**src/rtl/gp_regfile_sb.sv**
```systemverilog
// General-purpose register file: two combinational read ports, two write ports,
// and a one-bit-per-register pending-write scoreboard for the hazard unit.
module gp_regfile_sb #(
    parameter int DATA_W   = 32,
    parameter int ADDR_W   = 5,
    parameter bit ZERO_REG = 1'b1,
    parameter bit BYPASS   = 1'b1
) (
    input  logic              clk,
    input  logic              reset,
    input  logic              we0,
    input  logic [ADDR_W-1:0] waddr0,
    input  logic [DATA_W-1:0] wdata0,
    input  logic              we1,
    input  logic [ADDR_W-1:0] waddr1,
    input  logic [DATA_W-1:0] wdata1,
    input  logic [ADDR_W-1:0] raddr1,
    input  logic [ADDR_W-1:0] raddr2,
    output logic [DATA_W-1:0] rdata1,
    output logic [DATA_W-1:0] rdata2,
    input  logic              sb_set,
    input  logic [ADDR_W-1:0] sb_addr,
    output logic              busy1,
    output logic              busy2,
    output logic              busy_any
);

    localparam int DEPTH = 2 ** ADDR_W;

    logic [DATA_W-1:0] reg_vals [DEPTH];
    logic [DEPTH-1:0]  pending;

    // A write to the hardwired-zero register is treated as never happening.
    logic wr0_ok;
    logic wr1_ok;
    assign wr0_ok = we0 && !(ZERO_REG && (waddr0 == '0));
    assign wr1_ok = we1 && !(ZERO_REG && (waddr1 == '0));

    generate
        for (genvar gi = 0; gi < DEPTH; gi++) begin : g_reg
            if (ZERO_REG && (gi == 0)) begin : g_zero
                assign reg_vals[gi] = '0;
                assign pending[gi]  = 1'b0;
            end else begin : g_store
                logic [DATA_W-1:0] q_reg;
                logic              pend_reg;
                logic              hit0;
                logic              hit1;
                logic              hit_set;

                assign hit0    = we0 && (waddr0 == ADDR_W'(gi));
                assign hit1    = we1 && (waddr1 == ADDR_W'(gi));
                assign hit_set = sb_set && (sb_addr == ADDR_W'(gi));

                always_ff @(posedge clk) begin
                    if (reset) begin
                        q_reg <= '0;
                    end else if (hit1) begin
                        q_reg <= wdata1;
                    end else if (hit0) begin
                        q_reg <= wdata0;
                    end
                end

                // A new issue to this register outranks a writeback completing in the same cycle.
                always_ff @(posedge clk) begin
                    if (reset) begin
                        pend_reg <= 1'b0;
                    end else if (hit_set) begin
                        pend_reg <= 1'b1;
                    end else if (hit0 || hit1) begin
                        pend_reg <= 1'b0;
                    end
                end

                assign reg_vals[gi] = q_reg;
                assign pending[gi]  = pend_reg;
            end
        end
    endgenerate

    logic [ADDR_W-1:0] raddr_v [2];
    logic [DATA_W-1:0] rdata_v [2];
    logic              busy_v  [2];

    assign raddr_v[0] = raddr1;
    assign raddr_v[1] = raddr2;

    generate
        for (genvar gi = 0; gi < 2; gi++) begin : g_rport
            logic byp0;
            logic byp1;

            assign byp0 = BYPASS && !reset && wr0_ok && (waddr0 == raddr_v[gi]);
            assign byp1 = BYPASS && !reset && wr1_ok && (waddr1 == raddr_v[gi]);

            always_comb begin
                rdata_v[gi] = reg_vals[raddr_v[gi]];
                busy_v[gi]  = pending[raddr_v[gi]];
                if (ZERO_REG && (raddr_v[gi] == '0)) begin
                    rdata_v[gi] = '0;
                    busy_v[gi]  = 1'b0;
                end else if (byp1) begin
                    rdata_v[gi] = wdata1;
                    busy_v[gi]  = 1'b0;
                end else if (byp0) begin
                    rdata_v[gi] = wdata0;
                    busy_v[gi]  = 1'b0;
                end
            end
        end
    endgenerate

    assign rdata1   = rdata_v[0];
    assign rdata2   = rdata_v[1];
    assign busy1    = busy_v[0];
    assign busy2    = busy_v[1];
    assign busy_any = |pending;

endmodule

```
**config.mk**
```make
export PLATFORM = sky130hd
export DESIGN_NAME = gp_regfile_sb
export DESIGN_NICKNAME = d
export VERILOG_FILES = /design/src/rtl/gp_regfile_sb.sv
export SDC_FILE = /design/constraint.sdc
export NUM_CORES = 2
export LEC_CHECK = 0
export CAP_MARGIN = 20
export CORE_MARGIN = 1
export CORE_UTILIZATION = 50
export DETAILED_ROUTE_END_ITERATION = 8
export HOLD_SLACK_MARGIN = 0.15
export PLACE_DENSITY_LB_ADDON = 0.2
export SETUP_SLACK_MARGIN = 0.05
export SLEW_MARGIN = 20
export SYNTH_ARGS = -nofsm -noshare
export SYNTH_HDL_FRONTEND = slang
export SYNTH_SLANG_ARGS = --single-unit
```
**constraint.sdc**
```tcl
create_clock -name clk -period 4.28 [get_ports clk]
set_clock_uncertainty 0.2 [all_clocks]
set_input_delay 0.428 -clock clk [delete_from_list [all_inputs] [get_ports clk]]
set_output_delay 0.428 -clock clk [all_outputs]
set_load 0.005 [all_outputs]
```
======== Yosys cells after proc, flatten, opt, wreduce, memory -nomap -nowiden ========
Cells that the tools add are included.
Widths: inputs -> output; s select.
word-level totals
  logic and storage cells ................. 513
  register bits after elaboration ......... 1023
  output and inout port bits .............. 67
cells by class
  eq/ne operators ......................... 97
  reductions and logical operators ........ 202
  bitwise logic cells ..................... 2
  multiplexer cells ....................... 146
  $lt $le $gt $ge ......................... 4
operators by type and width
  cell                number
  $mux 32             72
  $bmux 32 s5         2
  $eq 5x5->1 const B  48
  $reduce_bool 2->1   62
  $eq 5x4->1 const B  24
  $logic_and 1x1->1   101
  $mux 1              70
  $eq 5x3->1 const B  12
  $logic_or 1x1->1    31
  $reduce_or 31->1    1
  $eq 5x2->1 const B  6
  $eq 5x5->1          4
  $logic_not 5->1     4
  $eq 5x1->1 const B  3
  $ge 6x6->1 const B  2
  $lt 5x6->1 const B  2
  $not 5->6           2
  $bmux 1 s5          2
  $logic_not 1->1     3

======== Logic depth before layout (Yosys ltp) ========
  depth after elaboration ................. 8
  depth in mapped cells ................... 11
  mapped depth without buffers ............ 6

======== Worst setup path before layout ========
No wires, ideal clock.
  path kind ............................... input-to-output
  from .................................... in raddr1[0]
  to ...................................... out rdata1[17]
  data required time ...................... 3.652 ns
  data arrival time ....................... 2.405 ns
  stages on the path ...................... 8
  path slack .............................. 1.247 ns
  cell sequence ........................... buf_4 buf_2 buf_2 buf_1 mux4_2 a221oi_1 nand4_1 a221o_1
between the ends
  word-level cells in the longest chain between the ends .. 7
  elaborated cells on any way between the ends .. 12
ends and longest elaborated chain
  item                                        line  text
  from (decl)                                 17    input logic [ADDR_W-1:0] raddr1,
  $not 5->6 (not written as such)             98    rdata_v[gi] = reg_vals[raddr_v[gi]];
  $bmux 32 s5                                 98
  $mux 32 (not written as such) (2 in a row)  98
  $mux 32                                     106   end else if (byp0) begin
  $mux 32                                     103   end else if (byp1) begin
  $mux 32 *                                   100   if (ZERO_REG && (raddr_v[gi] == '0)) begin
  to (decl)                                   19    output logic [DATA_W-1:0] rdata1,
Mark *: on every way between the ends. The rest lies on a longest branch, timed or not. The select of a mux whose other input is x is not followed.

======== Final worst setup path ========
  from .................................... in raddr2[2]
  to ...................................... out rdata2[26]
between the ends
  word-level cells in the longest chain between the ends .. 7
  elaborated cells on any way between the ends .. 12
ends and longest elaborated chain
  item                                        line  text
  from (decl)                                 18    input logic [ADDR_W-1:0] raddr2,
  $not 5->6 (not written as such)             98
  $bmux 32 s5                                 98
  $mux 32 (not written as such) (2 in a row)  98
  $mux 32                                     106
  $mux 32                                     103
  $mux 32 *                                   100
  to (decl)                                   20    output logic [DATA_W-1:0] rdata2,
Marks and branches as above.

==> summary.txt <==
Route
  – WL met2: approximately 120000 um
  – Detail Route Antenna Nets: 0
  – DR WL met3: about 48000 um
  – Final WL: ~300000 um
  – Vias per cell: between 7 and 8
  – Routed WL per cell: around 35 um
  – Drt initial violations: ~11000
  – Met1 wire length: approximately 110000 um
  – Routed via count: 63610
  – Max Used Layer: met5
  – Router iterations before antenna repair: 8
  – DRC viols: 0

Place
  – Post-DP HPWL: 178300 um
  – # port buffers: 160
  – Pre-CTS WS: -21.30 ps
  – Placed cells: ~8300
  – Placer Congestion: around 1

CTS
  – Num CTS Buffers: about 120
  – TritonCTS Sinks: roughly 1000
  – CTS clk-pin slew, worst paths: 60 ps
  – Number of H-tree levels: 3
  – TritonCTS clock tree: done
  – Post-CTS setup buffers: 0
  – Clock Path Buffers: 3
  – Skew-Pair Late Insertion Delay: 750 ps
  – CTS root buf: clkbuf_16

Status
  – Outcome: finished with violations
  – Failing checks: negative setup slack

Synth
  – Seq/Total Area, Yosys: 31.96%
  – Syn nets: about 7200
  – Yosys reg bits: between 1000 and 1500
  – Ranking of synthesized cells by area: dfxtp_1, mux2i_1, mux4_2, a211oi_1, nor2_1
  – Post-synthesis cell area: 0.06407 mm^2
  – Top FF cell, synth: dfxtp_1
  – Mean Syn Cell Area: roughly 9.1 um^2
  – Gate Count Post-Synth: a little over 7000
  – Post-synthesis async set-or-reset flop share: 0%
  – Cell taking the most area after synthesis: dfxtp_1
  – Post-synth EDFFs: 0
  – Unique masters post-synth: 56
  – Yosys top cell area share: a little under a third
  – Synthesis Warnings: 0

Global route
  – Largest net degree at the start of global routing: between 200 and 250
  – GR Util All Layers: 44.72%
  – Global-route wire length before repair: between 400000 and 500000 um
  – Initial antenna violation count: 16
  – GRT Residual Overflow: 0
  – Vias in the first global route: between 50000 and 60000

Power and ir drop
  – Peak supply drop: ~290 uV
  – Power Density: around 330 mW/mm^2
  – Static leakage: approximately 25 nW

STA
  – Final Cycle Share: 100.3%
  – Crit path time final: 4294 ps
  – Worst Tran Pin Value: between 1000 and 1500 ps
  – Slew headroom: between 10% and 20%
  – Max Slew Vio Count: 0
  – Highest clock rate: roughly 0.23 GHz
  – RSZ-0062 raised after global routing: false
  – Final hold viol count: 0
  – Finish-stage setup viols: 1
  – Final worst slack: -14.46 ps

Floorplan
  – IO Pins: between 150 and 200
  – Initial core utilization: approximately 50%
  – DIE WIDTH: 360.0 um
  – Core Area: between 0.1 and 0.15 mm^2
  – Die height: around 360 um
  – Total die area: approximately 0.13 mm^2
  – # rows: 130

Setup path
  – Reg-to-reg endpoint: g_reg[29].g_store.q_reg[0]
  – Critical Path Sink: rdata2[26]
  – Crit Reg-Reg Startpoint: g_reg[29].g_store.q_reg[0]
  – Arr. time, crit path: about 3700 ps
  – Worst R2R Setup Slack: around 3200 ps
  – Worst Setup Start Kind: primary input
  – Crit Path Category: primary input to output pin
  – Launch point of the worst path: raddr2[2]
  – Critical Path RT: 3650 ps
  – R2R depth: 2
  – CP max FO: 47
  – CP Capture Type: output pin

Layout
  – Commonest non-fill, non-tap cells in the layout: nor2_1, dfxtp_1, mux2i_1
  – Layout Cells excl Fill: ~8500
  – Final Util: between 50 and 60%
  – Most common cell after layout, fill and taps aside: nor2_1
  – P&R area growth vs syn: 13.02%
  – Share of cells above drive strength 1: a little under a fifth
  – Largest register FFs: between 900 and 1000
  – Post-layout nets: between 6000 and 7000

Worst hold path
  – Hold Crit Class: primary input to flip-flop

Run
  – Maxcap violations: 0
cells in the mapped netlist, types with 49 or more instances:
library cell  instances
a221oi_1             81
a211oi_1            744
nand3_1             365
nor3_1               68
a21oi_1             110
a311oi_1            304
nor2_1             1100
dfxtp_1            1023
buf_1                77
mux4_2              352
o21ai_0              49
mux2_2              174
a22oi_1              92
clkbuf_1            692
nand2_1             371
buf_2               166
mux2i_1             877
nor2b_1              62
worst min path at each step:
stage	from	to	slack (ps)	cells after the start
6_report	reset	g_reg[2].g_store.q_reg[0]	120	3
5_1_grt	reset	g_reg[2].g_store.q_reg[1]	190	3
4_1_cts	reset	g_reg[2].g_store.q_reg[0]	170	3
3_5_place_dp	g_reg[6].g_store.q_reg[16]	g_reg[6].g_store.q_reg[16]	280	2
3_3_place_gp	g_reg[17].g_store.q_reg[22]	g_reg[17].g_store.q_reg[22]	280	2
2_1_floorplan	g_reg[10].g_store.q_reg[10]	g_reg[10].g_store.q_reg[10]	260	2
layout make-up:
class	count	area, um^2
fill	10700	53960
multi-input combinational	5042	39920
sequential	1023	20480
timing repair buffer	584	5849
clock buffer	174	3495
tap	1650	2064
clock inverter	37	514.2
inverter	19	73.82
antenna	8	20.02
critical path: stages:
cell and delay [ps]:
buf_8 260, buf_12 330, or2_2 460, buf_4 200, o22ai_1 60, nor3_1 370, nor3_1 260, o21ai_0 550
clkdlybuf4s50_1 620
report_power, final:
| group | total [mW] | internal (mW) | switching (mW) |
|---|---|---|---|
| Clock | 10.8 | 6.36 | 4.39 |
| Sequential | 9.86 | 9.71 | 0.147 |
| Combinational | 3.37 | 1.18 | 2.19 |
cells by family after synthesis:
logic type	synth area share, %
AO/OA/AOI/OAI	17.77
AND/OR/NAND/NOR	14.19
buffers and inverters	6.633
flip-flops	31.96
multiplexers	29.17
XOR/XNOR	0.2734
metrics by stage:
step | hold WS (ps) | power (mW) | TNS [ps] | area, um^2
3_5_place_dp | 285.0 | 13.24 | -21.30 | 68310
3_3_place_gp | 276.8 | 13.22 | -245.5 | 68310
5_1_grt | 194.7 | 24.37 | 0 | 72400
4_1_cts | 166.5 | 23.75 | 0 | 72330
2_1_floorplan | 264.8 | 11.86 | 0 | 64070
6_report | 115.4 | 23.98 | -14.46 | 72420
routing by layer:
layer,track usage [%],vias to the layer above
met5,0,-
met4,34.46,10
met3,15.67,1621
met2,61.31,5531
met1,57.06,30470
li1,-,25970
repair_timing:
action | in CTS | in global routing
hold buffers | 1 | 0
endpoints found under the hold margin | 9 | 0
endpoints found under the setup margin | 9 | 18
gates resized for setup | 3 | 17
pin swaps | 1 | 2
Note: power is estimated with default switching activity, not from simulation.
